## config.mk

```make
export PLATFORM = sky130hd
export DESIGN_NAME = ram_arbiter
export DESIGN_NICKNAME = d
export VERILOG_FILES = /design/src/rtl/ram_arbiter.sv
export SDC_FILE = /design/constraint.sdc
export NUM_CORES = 1
export LEC_CHECK = 0
export BUFFER_PORTS_ARGS = -buffer_cell sky130_fd_sc_hd__buf_2
export CAP_MARGIN = 10
export CORE_UTILIZATION = 44
export DETAILED_ROUTE_END_ITERATION = 6
export PLACE_DENSITY = 0.77
export SETUP_SLACK_MARGIN = 0.3
export SYNTH_ARGS = -nofsm -noshare
export SYNTH_HDL_FRONTEND = slang
export SYNTH_SLANG_ARGS = --single-unit
```

## constraint.sdc

```tcl
create_clock -name clk -period 2.5 [get_ports clk]
set_clock_uncertainty 0.2 [all_clocks]
set_input_delay 0.25 -clock clk [delete_from_list [all_inputs] [get_ports clk]]
set_output_delay 0.25 -clock clk [all_outputs]
set_load 0.005 [all_outputs]
```

## src/rtl/ram_arbiter.sv

```systemverilog
// rtl/ram_arbiter.sv - two-port request arbiter in front of a single-command SDRAM block
//
// Ports:
//   clk, rst_n                       clock, asynchronous active-low reset
//   pN_valid/we/addr/wdata (N=0,1)   port request, held until pN_ready
//   pN_ready                         one-cycle accept pulse
//   pN_rdata/pN_rvalid               read data (held) and one-cycle update pulse
//   ram_addr/ram_wr_data             latched transaction address/data
//   ram_wr_en/ram_rd_en/ram_rd_ack   one-cycle command and acknowledge strobes
//   ram_busy/ram_rd_ready/ram_rd_data  SDRAM block status and read data
//   timeout_err                      one-cycle pulse on transaction timeout
module ram_arbiter #(
    parameter int ADDR_W    = 24,
    parameter int DATA_W    = 16,
    parameter int HOLD      = 2,
    parameter int TIMEOUT   = 255,
    parameter int FIXED_PRI = 0
) (
    input  logic              clk,
    input  logic              rst_n,
    input  logic              p0_valid,
    input  logic              p0_we,
    input  logic [ADDR_W-1:0] p0_addr,
    input  logic [DATA_W-1:0] p0_wdata,
    output logic              p0_ready,
    output logic [DATA_W-1:0] p0_rdata,
    output logic              p0_rvalid,
    input  logic              p1_valid,
    input  logic              p1_we,
    input  logic [ADDR_W-1:0] p1_addr,
    input  logic [DATA_W-1:0] p1_wdata,
    output logic              p1_ready,
    output logic [DATA_W-1:0] p1_rdata,
    output logic              p1_rvalid,
    output logic [ADDR_W-1:0] ram_addr,
    output logic [DATA_W-1:0] ram_wr_data,
    output logic              ram_wr_en,
    output logic              ram_rd_en,
    input  logic              ram_busy,
    input  logic              ram_rd_ready,
    input  logic [DATA_W-1:0] ram_rd_data,
    output logic              ram_rd_ack,
    output logic              timeout_err
);

    localparam logic [2:0] S_IDLE  = 3'd0;
    localparam logic [2:0] S_ISSUE = 3'd1;
    localparam logic [2:0] S_WAIT  = 3'd2;
    localparam logic [2:0] S_ACK   = 3'd3;
    localparam logic [2:0] S_DRAIN = 3'd4;

    // The counter keeps running through ACK and DRAIN, so it can pass
    // TIMEOUT by two before the DRAIN timeout check fires.
    localparam int              CNT_W  = $clog2(TIMEOUT + 3);
    localparam logic [CNT_W-1:0] HOLD_C = CNT_W'(HOLD);
    localparam logic [CNT_W-1:0] TMO_C  = CNT_W'(TIMEOUT);

    logic [2:0]        state_q, state_d;
    logic [CNT_W-1:0]  cnt_q, cnt_d;
    logic              last_q, last_d;
    logic              gnt_q, gnt_d;
    logic              we_q, we_d;
    logic [ADDR_W-1:0] addr_q, addr_d;
    logic [DATA_W-1:0] wdata_q, wdata_d;
    logic [DATA_W-1:0] rdata0_q, rdata0_d;
    logic [DATA_W-1:0] rdata1_q, rdata1_d;
    logic              rvalid0_q, rvalid0_d;
    logic              rvalid1_q, rvalid1_d;
    logic              tmo_q, tmo_d;
    logic              gnt_sel;
    logic              hold_ok;
    logic              tmo_hit;

    // Contention goes to the port not granted last (or always port 0 in
    // fixed-priority mode); a lone requester always wins.
    always_comb begin
        if (p0_valid && p1_valid) begin
            gnt_sel = (FIXED_PRI != 0) ? 1'b0 : ~last_q;
        end else begin
            gnt_sel = p1_valid;
        end
    end

    assign hold_ok = (cnt_q >= HOLD_C);
    assign tmo_hit = (cnt_q >= TMO_C);

    always_comb begin
        state_d   = state_q;
        cnt_d     = cnt_q;
        last_d    = last_q;
        gnt_d     = gnt_q;
        we_d      = we_q;
        addr_d    = addr_q;
        wdata_d   = wdata_q;
        rdata0_d  = rdata0_q;
        rdata1_d  = rdata1_q;
        rvalid0_d = 1'b0;
        rvalid1_d = 1'b0;
        tmo_d     = 1'b0;
        case (state_q)
            S_IDLE: begin
                // A read still draining from before a reset also blocks grants.
                if (!ram_busy && !ram_rd_ready && (p0_valid || p1_valid)) begin
                    gnt_d   = gnt_sel;
                    last_d  = gnt_sel;
                    we_d    = gnt_sel ? p1_we    : p0_we;
                    addr_d  = gnt_sel ? p1_addr  : p0_addr;
                    wdata_d = gnt_sel ? p1_wdata : p0_wdata;
                    state_d = S_ISSUE;
                end
            end
            S_ISSUE: begin
                cnt_d   = '0;
                state_d = S_WAIT;
            end
            S_WAIT: begin
                cnt_d = cnt_q + CNT_W'(1);
                if (hold_ok && we_q && !ram_busy) begin
                    state_d = S_IDLE;
                end else if (hold_ok && !we_q && ram_rd_ready) begin
                    if (gnt_q) begin
                        rdata1_d  = ram_rd_data;
                        rvalid1_d = 1'b1;
                    end else begin
                        rdata0_d  = ram_rd_data;
                        rvalid0_d = 1'b1;
                    end
                    state_d = S_ACK;
                end else if (tmo_hit) begin
                    tmo_d   = 1'b1;
                    state_d = S_IDLE;
                    // A timed-out read still completes towards the requester,
                    // with all-ones data as the poison value.
                    if (!we_q) begin
                        if (gnt_q) begin
                            rdata1_d  = '1;
                            rvalid1_d = 1'b1;
                        end else begin
                            rdata0_d  = '1;
                            rvalid0_d = 1'b1;
                        end
                    end
                end
            end
            S_ACK: begin
                cnt_d   = cnt_q + CNT_W'(1);
                state_d = S_DRAIN;
            end
            S_DRAIN: begin
                cnt_d = cnt_q + CNT_W'(1);
                if (!ram_rd_ready) begin
                    state_d = S_IDLE;
                end else if (tmo_hit) begin
                    tmo_d   = 1'b1;
                    state_d = S_IDLE;
                end
            end
            default: begin
                state_d = S_IDLE;
            end
        endcase
    end

    always_ff @(posedge clk or negedge rst_n) begin
        if (!rst_n) begin
            state_q   <= S_IDLE;
            cnt_q     <= '0;
            last_q    <= 1'b1;
            gnt_q     <= 1'b0;
            we_q      <= 1'b0;
            addr_q    <= '0;
            wdata_q   <= '0;
            rdata0_q  <= '0;
            rdata1_q  <= '0;
            rvalid0_q <= 1'b0;
            rvalid1_q <= 1'b0;
            tmo_q     <= 1'b0;
        end else begin
            state_q   <= state_d;
            cnt_q     <= cnt_d;
            last_q    <= last_d;
            gnt_q     <= gnt_d;
            we_q      <= we_d;
            addr_q    <= addr_d;
            wdata_q   <= wdata_d;
            rdata0_q  <= rdata0_d;
            rdata1_q  <= rdata1_d;
            rvalid0_q <= rvalid0_d;
            rvalid1_q <= rvalid1_d;
            tmo_q     <= tmo_d;
        end
    end

    // Strobes decode straight from the state register, so they are
    // mutually exclusive by construction and last exactly one cycle.
    assign p0_ready    = (state_q == S_ISSUE) && !gnt_q;
    assign p1_ready    = (state_q == S_ISSUE) &&  gnt_q;
    assign ram_wr_en   = (state_q == S_ISSUE) &&  we_q;
    assign ram_rd_en   = (state_q == S_ISSUE) && !we_q;
    assign ram_rd_ack  = (state_q == S_ACK);
    assign ram_addr    = addr_q;
    assign ram_wr_data = wdata_q;
    assign p0_rdata    = rdata0_q;
    assign p1_rdata    = rdata1_q;
    assign p0_rvalid   = rvalid0_q;
    assign p1_rvalid   = rvalid1_q;
    assign timeout_err = tmo_q;

endmodule
```

Yosys cells after proc, flatten, opt, wreduce, memory -nomap -nowiden
Index checks and enable logic that the tools add are counted.
{"block": "word_totals", "latchBits": 0, "output_inout_bits": 80, "mem_count": 0, "ff_bits": 90, "ramBits": 0, "rom_bits": 0, "elab_cells": 88}
{"block": "classes", "bitwise": 2, "n_shift": 0, "multipliers": 0, "n_eq_ne": 10, "add_sub_neg": 1, "n_lt_le_gt_ge": 2, "muxes": 38, "n_reduce_logical": 23, "div_mod_pow": 0}
{"cell": "$mux 16", "n": 11}
{"cell": "$mux 24", "n": 1}
{"cell": "$mux 1", "n": 18}
{"cell": "$pmux 9 s2", "n": 1}
{"cell": "$mux 3", "n": 5}
{"cell": "$pmux 3 s5", "n": 1}
{"cell": "$reduce_and 6->1", "n": 2}
{"cell": "$logic_and 1x1->1", "n": 11}
{"cell": "$add 9x1->9 const B", "n": 1}
{"cell": "$ge 9x2->1 const B", "n": 1}
{"cell": "$ge 9x8->1 const B", "n": 1}
{"cell": "$eq 3x2->1 const B", "n": 2}
{"cell": "$ne 2x2->1 const B", "n": 3}
{"cell": "$ne 3x3->1 const B", "n": 2}
{"cell": "$logic_not 1->1", "n": 4}
{"cell": "$reduce_bool 2->1", "n": 2}
{"cell": "$eq 3x1->1 const B", "n": 1}
{"cell": "$eq 3x3->1 const B", "n": 1}
{"cell": "$logic_not 3->1", "n": 1}
{"cell": "$reduce_or 3->1", "n": 1}
{"cell": "$ne 2x1->1 const B", "n": 1}
{"cell": "$not 1->1", "n": 2}
{"cell": "$pmux 1 s2", "n": 1}
{"cell": "$reduce_and 2->1", "n": 1}
{"cell": "$logic_or 1x1->1", "n": 1}

Depth between registers and ports, before layout
{"block": "logic_depth", "ltp_word": 6, "mapped_depth": 9}

Worst setup path before layout
Ideal clock, no wire load.
{"block": "synth_timing", "path_kind": "reg-to-reg", "from": "register cnt_q[1]", "to": "register rdata0_q[10] (netlist: p0_rdata[10])", "arrival_ns": 2.343, "setup_ns": 0.125, "path_stages_with_launch": 10, "synth_period_minus_slack_ns": 2.669, "path_buffers": 2, "slack_ns": -0.169, "t_required_ns": 2.175, "path_cell_list": "dfrtp_1 > ha_1 > and3_2 > clkbuf_1 > and3_1 > ha_1 > a311oi_4 > a21oi_4 > buf_6 > mux2_4"}
{"block": "synth_between", "elab_chain_cells": 5}
{"element": "from (decl)", "line": "59", "rtl": "logic [CNT_W-1:0] cnt_q, cnt_d;"}
{"element": "from (signal assigned)", "line": "180", "rtl": "cnt_q <= cnt_d;"}
{"element": "$ge 9x2->1", "line": "84", "rtl": "assign hold_ok = (cnt_q >= HOLD_C);"}
{"element": "$logic_and 1x1->1 (on tied branches) (2 in a row)", "line": "120, 118"}
{"element": "$ne 2x1->1 (no line) (tied with other cells)"}
{"element": "$reduce_and 6->1 (no line)"}
{"element": "to (signal assigned)", "line": "186", "rtl": "rdata0_q <= rdata0_d;"}
{"element": "to (decl)", "line": "65", "rtl": "logic [DATA_W-1:0] rdata0_q, rdata0_d;"}
Several ways; a longest one is shown, not always the timed one.
A chain may end at the register's enable or synchronous reset.

Worst setup path in the final report
{"block": "layout_timing", "from": "register cnt_q[0]", "to": "register rdata1_q[7] (netlist: p1_rdata[7])"}
{"block": "layout_between", "elab_chain_cells": 5}
{"element": "$ge 9x2->1", "line": "84"}
{"element": "$logic_and 1x1->1 (on tied branches) (2 in a row)", "line": "120, 118"}
{"element": "$ne 2x2->1 (no line) (tied with other cells)"}
{"element": "$reduce_and 6->1 (no line)"}
{"element": "to (signal assigned)", "line": "187", "rtl": "rdata1_q <= rdata1_d;"}
{"element": "to (decl)", "line": "66", "rtl": "logic [DATA_W-1:0] rdata1_q, rdata1_d;"}
Several ways; a longest one is shown, not always the timed one.

==> metrics.md <==
| Metric | Value |
|---|---|
| Status | completed |
| Count of cell types in the netlist | 45 |
| CTS root buf | clkbuf_8 |
| Critical Path RT | 2.56 ns |
| Net Sw Power | 2.26 mW |
| Max Fclk | 421 MHz |
| Most frequent cells in the layout | 182 x buf_2, 88 x dfrtp_1, 74 x dlygate4sd3_1 |
| # setup viols final | 0 |
| Net count reported at finish | 782 |
| Largest family of logic cells by synthesized area | multiplexers |
| Max rail drop VDD | 460 uV |
| Total chip power | 6.12 mW |
| First drt pass iteration count | 5 |
| Reg2Reg Depth | 8 |
| Global Route Usage Sum | 27.2% |
| # IOs | 184 |
| Clk buf depth | 2 |
| Sequential area share after synthesis | 50.5% |
| CTS Buf Count | 9 |
| Mapped Nets | 518 |
| Drt total wl | 14100 um |
| Min Tclk post-route | 2.38 ns |
| H-tree levels | 3 |
| Post-DP HPWL | 8150 um |
| CP peak stage delay | 0.46 ns |
| Die Span X | 103 um |
| Logic gate share of total power | 42.5% |
| CP max FO | 9 |
| Synth-to-layout area growth | 50.4% |
| Drt drc | 0 |
| Simple-Gate Fraction of Synth Area | 12.7% |
| Post-synthesis async set-or-reset flop share | 100% |
| Iteration-0 DRC Markers | 243 |
| Die Ht | 103 um |
| Mapped Area | 4460 um2 |
| Detail Route Antenna Nets | 0 |
| CTS tree | built |
| Crit path launch type | flop |
| FP Rows | 36 |
| Tcrit/Tclk final | 95.1% |
| Leakage | 3.00 nW |
| Synth Area in XOR/XNOR | 0.196% |
| Hold Path Class | in2reg |
| WP data arrival | 2.43 ns |
| Via/cell ratio | 5.34 |
| Core area | 9820 um2 |
| Main synth FF type | dfrtp_1 |
| Port Buffers | 183 |
| Gp weighted congestion | 0.822 |
| Routed len/inst | 17.3 um |
| Switching share of power | 36.9% |
| Post-synthesis cell count | 411 |
| Syn avg cell area | 10.9 um2 |
| Clock power share | 18.0% |
| PwrDens | 912 nW/um2 |
| CP max stage cell | dfrtp_2 |
| Reg2Reg Setup Slack | 0.12 ns |
| Starting density of the core | 45.4% |
| P_int | 3.86 mW |
| Final worst slack | 0.123 ns |
| Maxcap violations | 0 |
| Hold Violations, Final | 0 |
| Max_slew headroom | 66.1% |
| EDFF count, synth | 0 |
| Routed vias | 4345 |
| Share of post-route cells with drive strength above 1 | 41.3% |
| Worst Tran Pin Value | 0.507 ns |
| Fin. max-slew vios | 0 |
| CP Class | reg2reg |
| Most common cell after layout, fill and taps aside | buf_2 |
| Clk_lat worst skew | 0.38 ns |
| Hold path depth | 3 |
| Crit-path cells | ha_4, and3_4, and3_4, ha_4, a311oi_4, a21oi_4, buf_12, mux2_4 |
| Largest net degree at the start of global routing | 62 |
| Clock slew at reported path FFs | 0.11 ns |
| Compound-Gate Fraction of Synth Area | 13.1% |
| Synthesized flop and latch total | 90 |
| Yosys warnings | 0 |
| Kind of end point of the critical path | flop |
| Pre-CTS WS | -0.0554 ns |
| Unrepaired setup endpoints after global routing | yes |
| Post-Synth Adder-Cell Area | 0.841% |
| Sequential share of power | 39.5% |
| Post-synthesis mux area share | 18.8% |
| N_diodes | 0 |
| Total grt overflow | 0 |
| Initial antenna violation count | 0 |
| Global-route wire length before repair | 21500 um |
| Number of global-route vias before repair | 4487 |
| Final hold slack | 0.00692 ns |
| CTS sink cnt | 90 |
| Die ar. | 10500 um2 |
## final cells by class
type / count / area [um2]
fillers: 718 / 3110
flip-flops and latches: 90 / 2250
multi-input cells: 284 / 2090
repair buffers: 283 / 1950
well taps: 133 / 166
clock buffers: 9 / 124
clock inverters: 7 / 95.1
inverters: 7 / 30.0
## power by group through the flow
stage | Sequential [mW] | Combinational (mW) | Clock (mW)
2_1_floorplan | 2.41 | 1.23 | 0
3_3_place_gp | 2.38 | 2.20 | 0
3_5_place_dp | 2.39 | 2.28 | 0
4_1_cts | 2.38 | 2.46 | 1.13
5_1_grt | 2.48 | 2.84 | 1.19
6_report | 2.42 | 2.60 | 1.10
## synth_stat cells, types with 2 or more instances
master    number  area (um2)
a211oi_1       6        45.0
a21boi_0       4        30.0
a21oi_1       55         275
a21oi_4        2        32.5
a22oi_1        2        15.0
a311oi_1       3        26.3
and2_1         2        12.5
and3_1         2        12.5
and3_2         2        15.0
buf_1          8        30.0
buf_4          2        15.0
buf_6          2        22.5
clkbuf_1      16        60.1
dfrtp_1       89        2230
ha_1           3        37.5
inv_1          7        26.3
mux2_2        14         158
mux2_4        18         270
mux2i_1       41         410
nand2_1       12        45.0
nand2b_1      13        81.3
nand3_1        5        25.0
nand3b_1       4        30.0
nand4_1        6        37.5
nor2_1        56         210
nor2b_1        2        12.5
nor3_1         3        15.0
o21ai_0       12        60.1
o22ai_1        2        12.5
or2b_2         3        26.3
## metal layers
| layer | share of wire [%] | GRT usage (%) | wire length, um | vias to the layer above |
|---|---|---|---|---|
| li1 | - | - | - | 1976 |
| met2 | 51 | 48.7 | 7170 | 237 |
| met1 | 37 | 29.6 | 5220 | 2074 |
| met5 | 0 | 0 | 0 | - |
| met3 | 7.0 | 6.51 | 984 | 58 |
| met4 | 5.0 | 14.9 | 702 | 0 |
## worst paths after layout
path / startpoint / endpoint
worst max-delay path: cnt_q[0] / p1_rdata[7]
worst max register to register: cnt_q[0] / p1_rdata[7]
min in group asynchronous: rst_n / p1_rdata[9]
worst min-delay path: p0_we / we_q
max in group asynchronous: rst_n / last_q
worst min register to register: p0_rdata[13] / p0_rdata[13]
## kinds of logic after synthesis
logic type,count (synthesis)
AND/OR/NAND/NOR,115
buffers and inverters,37
adder cells (fa/ha/maj),3
multiplexers,73
AO/OA/AOI/OAI,92
XOR/XNOR,1
flip-flops,90
## timing repair
item / 4_1_cts / 5_1_grt
endpoints found under the hold margin: 66 / 0
hold buffers: 74 / 0
pin swaps: 4 / 0
buffers inserted: 3 / 2
resized for setup: 2 / 4
endpoints found under the setup margin: 39 / 37
cloned: 0 / 2
## registers in the layout, summed over array words and instances, names as in the netlist, 3 cells and up
name         flops
ram_wr_data     16
ram_addr        24
p0_rdata        16
p1_rdata        16
state_q          3
cnt_q            9
## critical path: cells and delay by family, from the launching register on
kind / cells / cell delay [ns]
AOI/OAI and AO/OA: 2 / 0.48
DFF: 1 / 0.46
buffers and inverters: 1 / 0.18
muxes: 1 / 0.29
and+or+nand+nor: 2 / 0.31
adders and majority gates: 2 / 0.33
## per-stage QoR
stage                     area, um2  TNS, ns  instances  util (%)
after floorplan                4500    -1.71        411         -
after global placement         5610        0        716      57.2
after detailed placement       5610   -0.557        716      57.2
after CTS                      6630        0        809      67.5
after global routing           6710        0        813      68.4
final                          6710        0        813      68.4
(Power assumes the default switching activity.)
